**src/rtl/fifo_flags.sv**
```systemverilog
// Synchronous FWFT FIFO of arbitrary depth N with fill count, programmable almost flags
// and sticky overflow/underflow error flags.
module fifo_flags #(
    parameter int N  = 6,
    parameter int M  = 16,
    parameter int AF = N - 1,
    parameter int AE = 1,
    localparam int W  = (N > 1) ? $clog2(N) : 1,
    localparam int CW = $clog2(N + 1)
) (
    input  logic          clk,
    input  logic          rst,
    input  logic [M-1:0]  din,
    input  logic          write,
    output logic          full,
    output logic          almost_full,
    output logic [M-1:0]  dout,
    input  logic          read,
    output logic          empty,
    output logic          almost_empty,
    output logic [CW-1:0] count,
    output logic          overflow,
    output logic          underflow,
    input  logic          clr_err
);

    logic [M-1:0]  mem_q [N];
    logic [W-1:0]  head_q, head_d;
    logic [W-1:0]  tail_q, tail_d;
    logic [CW-1:0] count_q, count_d;
    logic          ovf_q, ovf_d;
    logic          udf_q, udf_d;
    logic          rd_ok, wr_ok;

    // Exact modulo-N advance, so non-power-of-two depths never index past N-1.
    function automatic logic [W-1:0] ptr_inc(input logic [W-1:0] p);
        return (p == W'(N - 1)) ? '0 : p + W'(1);
    endfunction

    assign empty        = (count_q == '0);
    assign full         = (count_q == CW'(N));
    assign almost_full  = (count_q >= CW'(AF));
    assign almost_empty = (count_q <= CW'(AE));
    assign count        = count_q;
    assign overflow     = ovf_q;
    assign underflow    = udf_q;
    assign dout         = empty ? '0 : mem_q[head_q];

    // A simultaneous read frees the head slot, so a write into a full FIFO still lands.
    assign rd_ok = read && !empty;
    assign wr_ok = write && (!full || read);

    always_comb begin
        head_d  = head_q;
        tail_d  = tail_q;
        count_d = count_q;
        if (rd_ok) head_d = ptr_inc(head_q);
        if (wr_ok) tail_d = ptr_inc(tail_q);
        if (wr_ok && !rd_ok)      count_d = count_q + CW'(1);
        else if (rd_ok && !wr_ok) count_d = count_q - CW'(1);
    end

    // Setting an error flag takes priority over clearing it in the same cycle.
    always_comb begin
        ovf_d = ovf_q;
        udf_d = udf_q;
        if (write && !wr_ok) ovf_d = 1'b1;
        else if (clr_err)    ovf_d = 1'b0;
        if (read && !rd_ok)  udf_d = 1'b1;
        else if (clr_err)    udf_d = 1'b0;
    end

    always_ff @(posedge clk) begin
        if (rst) begin
            head_q  <= '0;
            tail_q  <= '0;
            count_q <= '0;
            ovf_q   <= 1'b0;
            udf_q   <= 1'b0;
        end else begin
            head_q  <= head_d;
            tail_q  <= tail_d;
            count_q <= count_d;
            ovf_q   <= ovf_d;
            udf_q   <= udf_d;
        end
    end

    always_ff @(posedge clk) begin
        if (rst) begin
            for (int i = 0; i < N; i++) mem_q[i] <= '0;
        end else if (wr_ok) begin
            mem_q[tail_q] <= din;
        end
    end

endmodule

```
**config.mk**
```make
export PLATFORM = sky130hd
export DESIGN_NAME = fifo_flags
export DESIGN_NICKNAME = d
export VERILOG_FILES = /design/src/rtl/fifo_flags.sv
export SDC_FILE = /design/constraint.sdc
export NUM_CORES = 1
export LEC_CHECK = 0
export CORE_MARGIN = 2
export CORE_UTILIZATION = 45
export CTS_BUF_LIST = sky130_fd_sc_hd__clkbuf_4
export CTS_CLUSTER_SIZE = 16
export DETAILED_ROUTE_END_ITERATION = 8
export DONT_BUFFER_PORTS = 1
export PLACE_DENSITY = 0.7
export SYNTH_ARGS = -nofsm -noshare
export SYNTH_HDL_FRONTEND = slang
export SYNTH_SLANG_ARGS = --single-unit
export TNS_END_PERCENT = 5
```
**constraint.sdc**
```tcl
create_clock -name clk -period 10.36 [get_ports clk]
set_input_delay 2.072 -clock clk [delete_from_list [all_inputs] [get_ports clk]]
set_output_delay 2.072 -clock clk [all_outputs]
set_load 0.005 [all_outputs]
```
# ---- Yosys cells after proc, flatten, opt, wreduce, memory -nomap -nowiden
# Memory sizes are Yosys's and may differ from the RTL's. A register that Yosys moved wholly into a read port is not among the register bits.
# Index checks and enable logic that the tools add are counted.
dict set report word_totals {
  regBits 11
  ramBits 96
  output_inout_bits 25
  word_cells 49
  memories 1
}
# name depth word_bits rd rd_clocked_by_memory_dff write_ports line
set memory_table {}
lappend memory_table {mem_q 6 16 1 1 6 27} ;# logic [M-1:0] mem_q [N];
dict set report op_classes {
  addsub 4
  magnitude_cmp 2
  n_eq_ne 3
  n_mux 18
  n_reduce_logical 16
}
# operator n
set ops {}
lappend ops {{$mux W16} 2}
lappend ops {{$mux W3} 7}
lappend ops {{$reduce_or A16 Y1} 1}
lappend ops {{$add A3 B1 Y3 const B} 3}
lappend ops {{$eq A3 B3 Y1 const B} 3}
lappend ops {{$mux W1} 9}
lappend ops {{$logic_and A1 B1 Y1} 6}
lappend ops {{$reduce_bool A2 Y1} 3}
lappend ops {{$logic_not A1 Y1} 4}
lappend ops {{$ge A3 B3 Y1 const B} 1}
lappend ops {{$le A3 B1 Y1 const B} 1}
lappend ops {{$logic_not A3 Y1} 1}
lappend ops {{$sub A3 B1 Y3 const B} 1}
lappend ops {{$logic_or A1 B1 Y1} 1}

# ---- Longest topological paths before layout
# Gate-level depths: netlist (run 1).
dict set report logic_depth {
  ltp_word 9
  mapped_depth 9
}

# ---- Worst setup path before layout (run 1)
# Ideal clock, no wire load.
dict set report synth_timing {
  kind {input -> register}
  startpoint {in read}
  endpoint {mem mem_q[5][0], enable pin}
  setup_ps 435
  arrival_time_ps 4233
  required_ps 9925
  path_slack_ps 5692
  stages 3
  path_buffers 1
  path_cell_list {and3b_4 -> buf_6 -> o41ai_1}
}
# element line
set synth_rtl {}
lappend synth_rtl {{start: declaration} 18} ;# input logic read,
lappend synth_rtl {{end: declaration} 27}

# ---- Worst setup path in the final report (run 1)
dict set report layout_timing {
  startpoint {reg count_q[0] (netlist: count[0])}
  endpoint {out dout[5]}
}
dict set report layout_between {
  elab_chain_len 2
}
# element line
set layout_lines {}
lappend layout_lines {{start: declaration} 30} ;# logic [CW-1:0] count_q, count_d;
lappend layout_lines {{start signal: assignment} 83} ;# count_q <= count_d;
lappend layout_lines {{$logic_not A3 Y1} 40} ;# assign empty = (count_q == '0);
lappend layout_lines {{net empty} 19} ;# output logic empty,
lappend layout_lines {{$mux W16} 47} ;# assign dout = empty ? '0 : mem_q[head_q];
lappend layout_lines {{end: declaration} 17} ;# output logic [M-1:0] dout,
# The timed path passes the listed nets, and every way through them passes these cells.

==> flow_summary.toml, run 1 <==
[drt]
via_count = 3854
drt_iter0_drc = 334
dr.pass1.iters = 5
wl_per_cell_um = 20.9
viasPerCell = 5.65
drc = 0
drt_wl_total_um = 14300
final_antenna_net_count = 0

[final_layout]
finalNonFillerCells = 682
fillers = 1219
fin_nets = 511
synthToLayoutAreaGrowth_pct = 6.20
multi_input_area_um2 = 2260
finalInstanceArea_um2 = 6970
final_util_pct = 48.5
regArea_um2 = 4130
drive_gt1_share_pct = 10.3

[run_status]
outcome = "finished clean"

[critical_path]
cpPeakStageDelay_ns = 0.87
cp-start-kind = "flip-flop"
critPathKind = "flip-flop to primary output"
path_buf_inv = 2
arrival_ns = 3.12
cp-end-kind = "primary output"
path_cells = "inv_1 > ha_1 > nand2b_4 > inv_2 > nor3_1 > or4_1"
crit_slowest_cell = "inv_2"
cp.required_ns = 8.29
worst-path-max-fanout = 69
path_delay_family = "buffers and inverters"

[grt]
grt_pass1_vias = 3814
antenna_found_initial = 1
grt_start_max_net_pins = 70
grt_util_all_layers_pct = 19.0
overflow = 0
grt_pass1_wl_um = 22100

[flow_run]
max_cap_viol_count = 0

[clock_tree]
cts_resized = 0
cts_tree = "built"
cts.sinks = 142
insertion_delay_ns = 0.54
cts.hold.buffers_added = 0
postCtsSetupBuffers = 0
cts-root-buf = "clkbuf_4"
cts_inserted_buffers = 17
ctsLongestPathBuffers = 2
path_clk_slew_ns = 0.11
h-tree-depth = 4

[logic_synthesis]
synth_fp_nets = 518
synth_edf_count = 128
synth.largest_area_cell = "edfxtp_1"
synthArstFlopShare_pct = 0
synth_seq_cells = 142
syn-cell-area_um2 = 6560
synthTopCellsByArea = "edfxtp_1, mux2i_1, and2_1, nor3_1, dfxtp_1"
yosysUniqueCellTypes = 39
yosys_warnings = 0
synth_ff_type = "edfxtp_1"
postSynthAreaPerCell_um2 = 13.4
yosys-top-cells-count = "edfxtp_1, and2_1, mux2i_1"
ys_seq_area_share_pct = 62.8
synth_most_common_cell = "edfxtp_1"
synth_top_area_share_pct = 58.6
synthCells = 491

[placement]
hpwl_um = 8550
placed_area_um2 = 6680
port_buffers = 0
gp_congestion = 0.794
place_inst = 649

[sta]
clock.fmax_mhz = 193
fin_crit_sh_pct = 50.1
hold_viol_final = 0
grt_setup_unrepaired = "no"
max_slew_margin_pct = 18.0
worst_slew_pin_slew_ns = 1.23
drv_slew = 0
fin_crit_ns = 5.19
finalSetupViolCount = 0
fin_tns_setup_ns = 0
skew_ns = 0.0136

[power]
p_per_area_nw_per_um2 = 188
ir_drop_v = 0.000140
power.leakage_nw = 2.32

[die]
start_util_pct = 45.7
die_w_um = 125
io_pins = 46
core-area_um2 = 14400
fp.dieH_um = 125
die-area_um2 = 15600
num_rows = 44

[min_path]
hold_class = "flip-flop to flip-flop"
==> kinds of logic after synthesis <==
group,count (synthesis),synth area share [%]
multiplexers,66,10.1
buffers and inverters,37,2.97
AND/OR/NAND/NOR,219,20.9
XOR/XNOR,2,0.267
flip-flops,142,62.8
adder cells (fa/ha/maj),6,1.14
AO/OA/AOI/OAI,19,1.83
==> metal layers <==
layer / GRT usage [%] / part of all wire, % / wire length (um)
met1: 24.1 / 43 / 6200
met2: 31.4 / 49 / 7020
met3: 5.37 / 5.8 / 824
met4: 6.61 / 1.6 / 223
met5: 0 / 0 / 0
==> power breakdown <==
| part | total [W] | internal, W | switching, W | leakage [nW] |
|---|---|---|---|---|
| Sequential | 0.000694 | 0.000657 | 0.0000363 | 1.41 |
| Clock | 0.000361 | 0.000169 | 0.000192 | 0.151 |
| Combinational | 0.000256 | 0.0000840 | 0.000172 | 0.761 |
| Total | 0.00131 | 0.000910 | 0.000401 | 2.32 |
==> worst register-to-register path, cell delays in order, from the launching register on <==
cell and delay [ns]:
dfxtp_1 0.47, inv_1 0.13, ha_1 0.23, and3b_4 0.27, nor4_4 0.90, or2_2 0.60
==> cells in the final DEF (no fill, tap or decap), drive strengths merged <==
cell type	instances
o21bai	2
nor3b	1
buf	4
edfxtp	128
a21oi	7
and2	97
clkinvlp	3
nor4	4
ha	6
or2	4
nand2	7
nand4	2
o31a	1
nor2	10
or3b	1
o41ai	1
or3	1
xnor2	1
bufinv	3
clkbuf	19
diode	1
nor3	65
xor2	1
nand2b	4
mux2i	66
nor2b	4
and3b	1
nand3	1
inv	7
o31ai	3
dfxtp	14
or4	16
clkinv	7
a21o	2
o21ai	3
nor4b	1
==> path summary, 6_finish.rpt <==
check,start,endpoint,slack [ns],cells after the start
max,count[0]$_SDFFE_PP0P_,dout[5],5.17,6
min,head_q[2]$_SDFFE_PP0P_,flip-flop,0.50,2
max reg2reg,count[0]$_SDFFE_PP0P_,mem_q[0][15]$_SDFFCE_PN0P_,7.40,5
min reg2reg,head_q[2]$_SDFFE_PP0P_,flip-flop,0.50,2
==> per-stage QoR <==
step | setup slack (ns) | total power [W] | hold WS [ns]
after floorplan | 5.69 | 0.000910 | 0.463
after global placement | 5.86 | 0.000953 | 0.474
after detailed placement | 5.79 | 0.000964 | 0.483
after CTS | 5.17 | 0.00132 | 0.503
after global routing | 5.01 | 0.00137 | 0.527
final | 5.17 | 0.00131 | 0.505
==> state kept, by name, summed over array words and instances (netlist names), named ones only <==
register,flops
count,3
head_q,3
mem_q,128
overflow,1
tail_q,3
underflow,1
==> area by class of cell <==
| class | instances | share of cell area (%) |
|---|---|---|
| Antenna cell | 1 | 0.0359 |
| Clock buffer | 19 | 2.05 |
| Clock inverter | 13 | 2.12 |
| Inverter | 7 | 0.377 |
| Multi-Input combinational cell | 312 | 32.5 |
| Sequential cell | 142 | 59.2 |
| Tap cell | 184 | 3.30 |
| Timing Repair Buffer | 4 | 0.431 |
Note: power is estimated with default switching activity, not from simulation.
==> inputs of run 2 (changes only) <==
==> constraint.sdc (replaced) <==
create_clock -name clk -period 5.25 [get_ports clk]
set_input_delay 1.05 -clock clk [delete_from_list [all_inputs] [get_ports clk]]
set_output_delay 1.05 -clock clk [all_outputs]
set_load 0.005 [all_outputs]
==> flow_summary.toml, run 2 (same netlist as run 1, synthesis figures left out) <==
[grt]
grt_start_max_net_pins = 70
grt_util_all_layers_pct = 19.1
grt_pass1_wl_um = 22100
grt_pass1_vias = 3832
antenna_found_initial = 0
overflow = 0

[die]
fp.dieH_um = 125
core-area_um2 = 14400
io_pins = 46
die-area_um2 = 15600
num_rows = 44
start_util_pct = 45.7
die_w_um = 125

[sta]
finalSetupViolCount = 0
max_slew_margin_pct = 18.5
drv_slew = 0
worst_slew_pin_slew_ns = 1.22
fin_tns_setup_ns = 0
grt_setup_unrepaired = "no"
hold_viol_final = 0
fin_crit_ns = 4.14
skew_ns = 0.0110
fin_crit_sh_pct = 78.9
clock.fmax_mhz = 242

[drt]
wl_met1_um = 6200
wl_per_cell_um = 21.0
via_count = 3800
dr_wl_met2_um = 7050
drt_wl_total_um = 14300
dr.pass1.iters = 5
top_layer = "met4"
viasPerCell = 5.60
final_antenna_net_count = 0
drc = 0
drt_iter0_drc = 383
wl_met3_um = 801

[power]
power.leakage_nw = 2.31
ir_drop_v = 0.000274
p_per_area_nw_per_um2 = 365

[final_layout]
largest_reg_flops = 128
drive_gt1_share_pct = 9.90
fillers = 1241
mostFrequentLayoutCells = "edfxtp_1, and2_1, mux2i_1, nor3_1, clkbuf_4"
antenna_cells = 0
final_common_cell = "edfxtp_1"
synthToLayoutAreaGrowth_pct = 5.61
fin_nets = 511
finalNonFillerCells = 679
top_register = "mem_q"

[critical_path]
reg2regPathDepth = 5
worst-path-max-fanout = 69
cp-end-kind = "primary output"
crit_slowest_cell = "inv_2"
arrival_ns = 3.09
path_cells = "inv_1 > ha_1 > nand2b_4 > inv_2 > nor3_1 > or4_1"
cp-start-kind = "flip-flop"
cp.required_ns = 4.20
cpPeakStageDelay_ns = 0.85
critPathKind = "flip-flop to primary output"
reg2reg_slack_ns = 2.37

[placement]
place_inst = 649
port_buffers = 0
gp_congestion = 0.795
hpwl_um = 8630

[flow_run]
max_cap_viol_count = 0

[clock_tree]
cts_resized = 0
cts.sinks = 142
insertion_delay_ns = 0.54
cts.hold.buffers_added = 0
postCtsSetupBuffers = 0
cts-root-buf = "clkbuf_4"
cts_inserted_buffers = 17
cts_tree = "built"
path_clk_slew_ns = 0.10
h-tree-depth = 4
ctsLongestPathBuffers = 2

[min_path]
hold_depth = 2
hold_class = "flip-flop to flip-flop"

[run_status]
outcome = "finished clean"
==> run 2: through the flow <==
step	hold slack, ns	setup WS [ns]	area (um^2)	utilization (%)	total power [W]
2_1_floorplan	0.463	1.60	6560	-	0.00180
3_3_place_gp	0.474	1.77	6680	46.5	0.00188
3_5_place_dp	0.486	1.70	6680	46.5	0.00190
4_1_cts	0.505	1.08	6930	48.2	0.00254
5_1_grt	0.506	0.891	6930	48.2	0.00265
6_report	0.504	1.11	6930	48.2	0.00253
==> run 2: layer usage <==
layer  vias to the layer above  global-route usage, %
met4                         0                   6.21
met3                        19                   6.10
met1                      1897                   24.1
met5                         -                      0
li1                       1785                      -
met2                        99                   31.4
==> run 2: path summary, 6_finish.rpt <==
kind / endpoint / startpoint
max: dout[5] / count[0]$_SDFFE_PP0P_
min: tail_q[0]$_SDFFE_PP0P_ / tail_q[0]$_SDFFE_PP0P_
max reg2reg: mem_q[0][1]$_SDFFCE_PN0P_ / count[0]$_SDFFE_PP0P_
min reg2reg: tail_q[0]$_SDFFE_PP0P_ / tail_q[0]$_SDFFE_PP0P_
==> run 2: cell type report <==
type                       instances  area (um^2)  share of cell area (%)
sequential                       142         4130                    59.6
multi-input combinational        312         2260                    32.6
tap                              184          230                    3.32
clock buffer                      21          158                    2.27
clock inverter                     9         96.3                    1.39
timing repair buffer               4         30.0                   0.433
inverter                           7         26.3                   0.379
==> run 2: where the power goes <==
group	leakage, nW	switching (W)	internal, W
Combinational	0.761	0.000343	0.000166
Sequential	1.41	0.0000717	0.00130
Clock	0.138	0.000361	0.000292
==> run 2: worst max-delay path, delay by kind of cell (launching register included) <==
kind | cells | cell delay (ns)
and+or+nand+nor | 3 | 0.94
buffers and inverters | 2 | 0.99
adders and majority gates | 1 | 0.21
DFF | 1 | 0.39
==> inputs of run 3 (changes only) <==
==> constraint.sdc (replaced) <==
create_clock -name clk -period 3.9 [get_ports clk]
set_input_delay 0.78 -clock clk [delete_from_list [all_inputs] [get_ports clk]]
set_output_delay 0.78 -clock clk [all_outputs]
set_load 0.005 [all_outputs]
==> flow_summary.toml, run 3 (same netlist as run 1, synthesis figures left out) <==
[power]
ir_drop_v = 0.000251
p_per_area_nw_per_um2 = 495
swShare_pct = 31.6
p_int_w = 0.00238
clockPowerShare_pct = 27.1
power.share.combinational_pct = 20.6
switchingPower_w = 0.00110
power.leakage_nw = 2.35
pwr-share-seq_pct = 52.3

[clock_tree]
path_clk_slew_ns = 0.11
cts_resized = 0
cts_tree = "built"
h-tree-depth = 4
insertion_delay_ns = 0.54
ctsLongestPathBuffers = 2
cts.hold.buffers_added = 0
postCtsSetupBuffers = 0
cts-root-buf = "clkbuf_4"
cts_inserted_buffers = 17
cts.sinks = 142

[grt]
grt_util_all_layers_pct = 19.0
overflow = 0
grt_start_max_net_pins = 40
grt_pass1_vias = 3891
grt_pass1_wl_um = 22100
antenna_found_initial = 1

[critical_path]
critPathKind = "flip-flop to primary output"
cp-end-kind = "primary output"
cp-start-kind = "flip-flop"
regToRegEndpoint = "mem_q[4][6]$_SDFFCE_PN0P_"
reg2reg_slack_ns = 1.52
worst-path-max-fanout = 39
cp.required_ns = 3.12
rr_startpoint = "count[0]$_SDFFE_PP0P_"
arrival_ns = 2.63
critPathLaunch = "count[1]$_SDFFE_PP0P_"
reg2regPathDepth = 6

[drt]
wl_per_cell_um = 20.8
dr.pass1.iters = 5
final_antenna_net_count = 0
drt_wl_total_um = 14300
viasPerCell = 5.59
via_count = 3843
drt_iter0_drc = 366
drc = 0

[min_path]
hold_depth = 1
min_to = "count[2]$_SDFFE_PP0P_"
hold_class = "input port to flip-flop"
min-delay-start = "rst"

[sta]
clock.fmax_mhz = 293
fin_crit_ns = 3.41
hold_viol_final = 0
fin_crit_sh_pct = 87.5
drv_slew = 0
grt_setup_unrepaired = "no"
fin_tns_setup_ns = 0
worst_slew_pin_slew_ns = 0.998
skew_ns = 0.0127
max_slew_margin_pct = 33.2
finalSetupViolCount = 0

[die]
num_rows = 44
die-area_um2 = 15600
core-area_um2 = 14400
io_pins = 46
fp.dieH_um = 125
die_w_um = 125
start_util_pct = 45.7

[placement]
place_inst = 655
gp_congestion = 0.861
hpwl_um = 9280
port_buffers = 0

[final_layout]
fin_nets = 517
finalNonFillerCells = 688
final_common_cell = "edfxtp_1"
drive_gt1_share_pct = 11.7
top_register = "mem_q"
mostFrequentLayoutCells = "edfxtp_1, and2_1, mux2i_1, nor3_1, clkbuf_4"
synthToLayoutAreaGrowth_pct = 7.05
largest_reg_flops = 128

[run_status]
outcome = "finished clean"

[flow_run]
max_cap_viol_count = 0
[run 3: stage by stage]
stage / hold slack, ns / utilization [%] / total power, W / worst slack, ns / area, um^2
floorplan: 0.463 / - / 0.00242 / 0.524 / 6560
global placement: 0.477 / 46.9 / 0.00255 / 1.11 / 6730
detailed placement: 0.485 / 46.9 / 0.00257 / 1.08 / 6730
CTS: 0.260 / 48.9 / 0.00349 / 0.461 / 7020
global route: 0.236 / 48.9 / 0.00364 / 0.338 / 7030
finish: 0.301 / 48.9 / 0.00348 / 0.489 / 7030
[run 3: worst max-delay path by stage]
stage / endpoint / slack, ns / cells past startpoint
2_1_floorplan: mem_q[5][0]$_DFFE_PP_ / 0.52 / 3
3_3_place_gp: dout[6] / 1.11 / 7
3_5_place_dp: dout[6] / 1.08 / 7
4_1_cts: dout[6] / 0.46 / 7
5_1_grt: dout[6] / 0.34 / 7
6_report: dout[6] / 0.49 / 7
[run 3: area by class of cell]
| cell class | count | area (um^2) |
|---|---|---|
| Clock buffer | 17 | 128 |
| Inverter | 7 | 26.3 |
| Sequential cell | 142 | 4130 |
| Fill cell | 1189 | 7340 |
| Antenna cell | 1 | 2.50 |
| Multi-Input combinational cell | 312 | 2260 |
| Tap cell | 184 | 230 |
| Clock inverter | 15 | 161 |
| Timing Repair Buffer | 10 | 87.6 |
[run 3: power by group through the flow]
stage	clock [W]	sequential [W]	combinational [W]
2_1_floorplan	0	0.00182	0.000598
3_3_place_gp	0	0.00185	0.000700
3_5_place_dp	0	0.00185	0.000713
5_1_grt	0.00103	0.00183	0.000778
6_report	0.000943	0.00182	0.000717
4_1_cts	0.000959	0.00182	0.000716
[run 3: layer usage]
metal,share of wire [%],GRT usage (%),vias up
li1,-,-,1816
met1,44,25.1,1892
met2,48,30.1,114
met3,6.1,5.58,21
met4,2.0,6.41,0
met5,0,0,-
[run 3: critical path: stages, from the launching register on]
cell	delay, ns
dfxtp_1	0.39
inv_1	0.14
ha_1	0.21
nand2b_4	0.08
inv_2	0.14
buf_4	0.39
nor3_1	0.10
or4_1	0.62
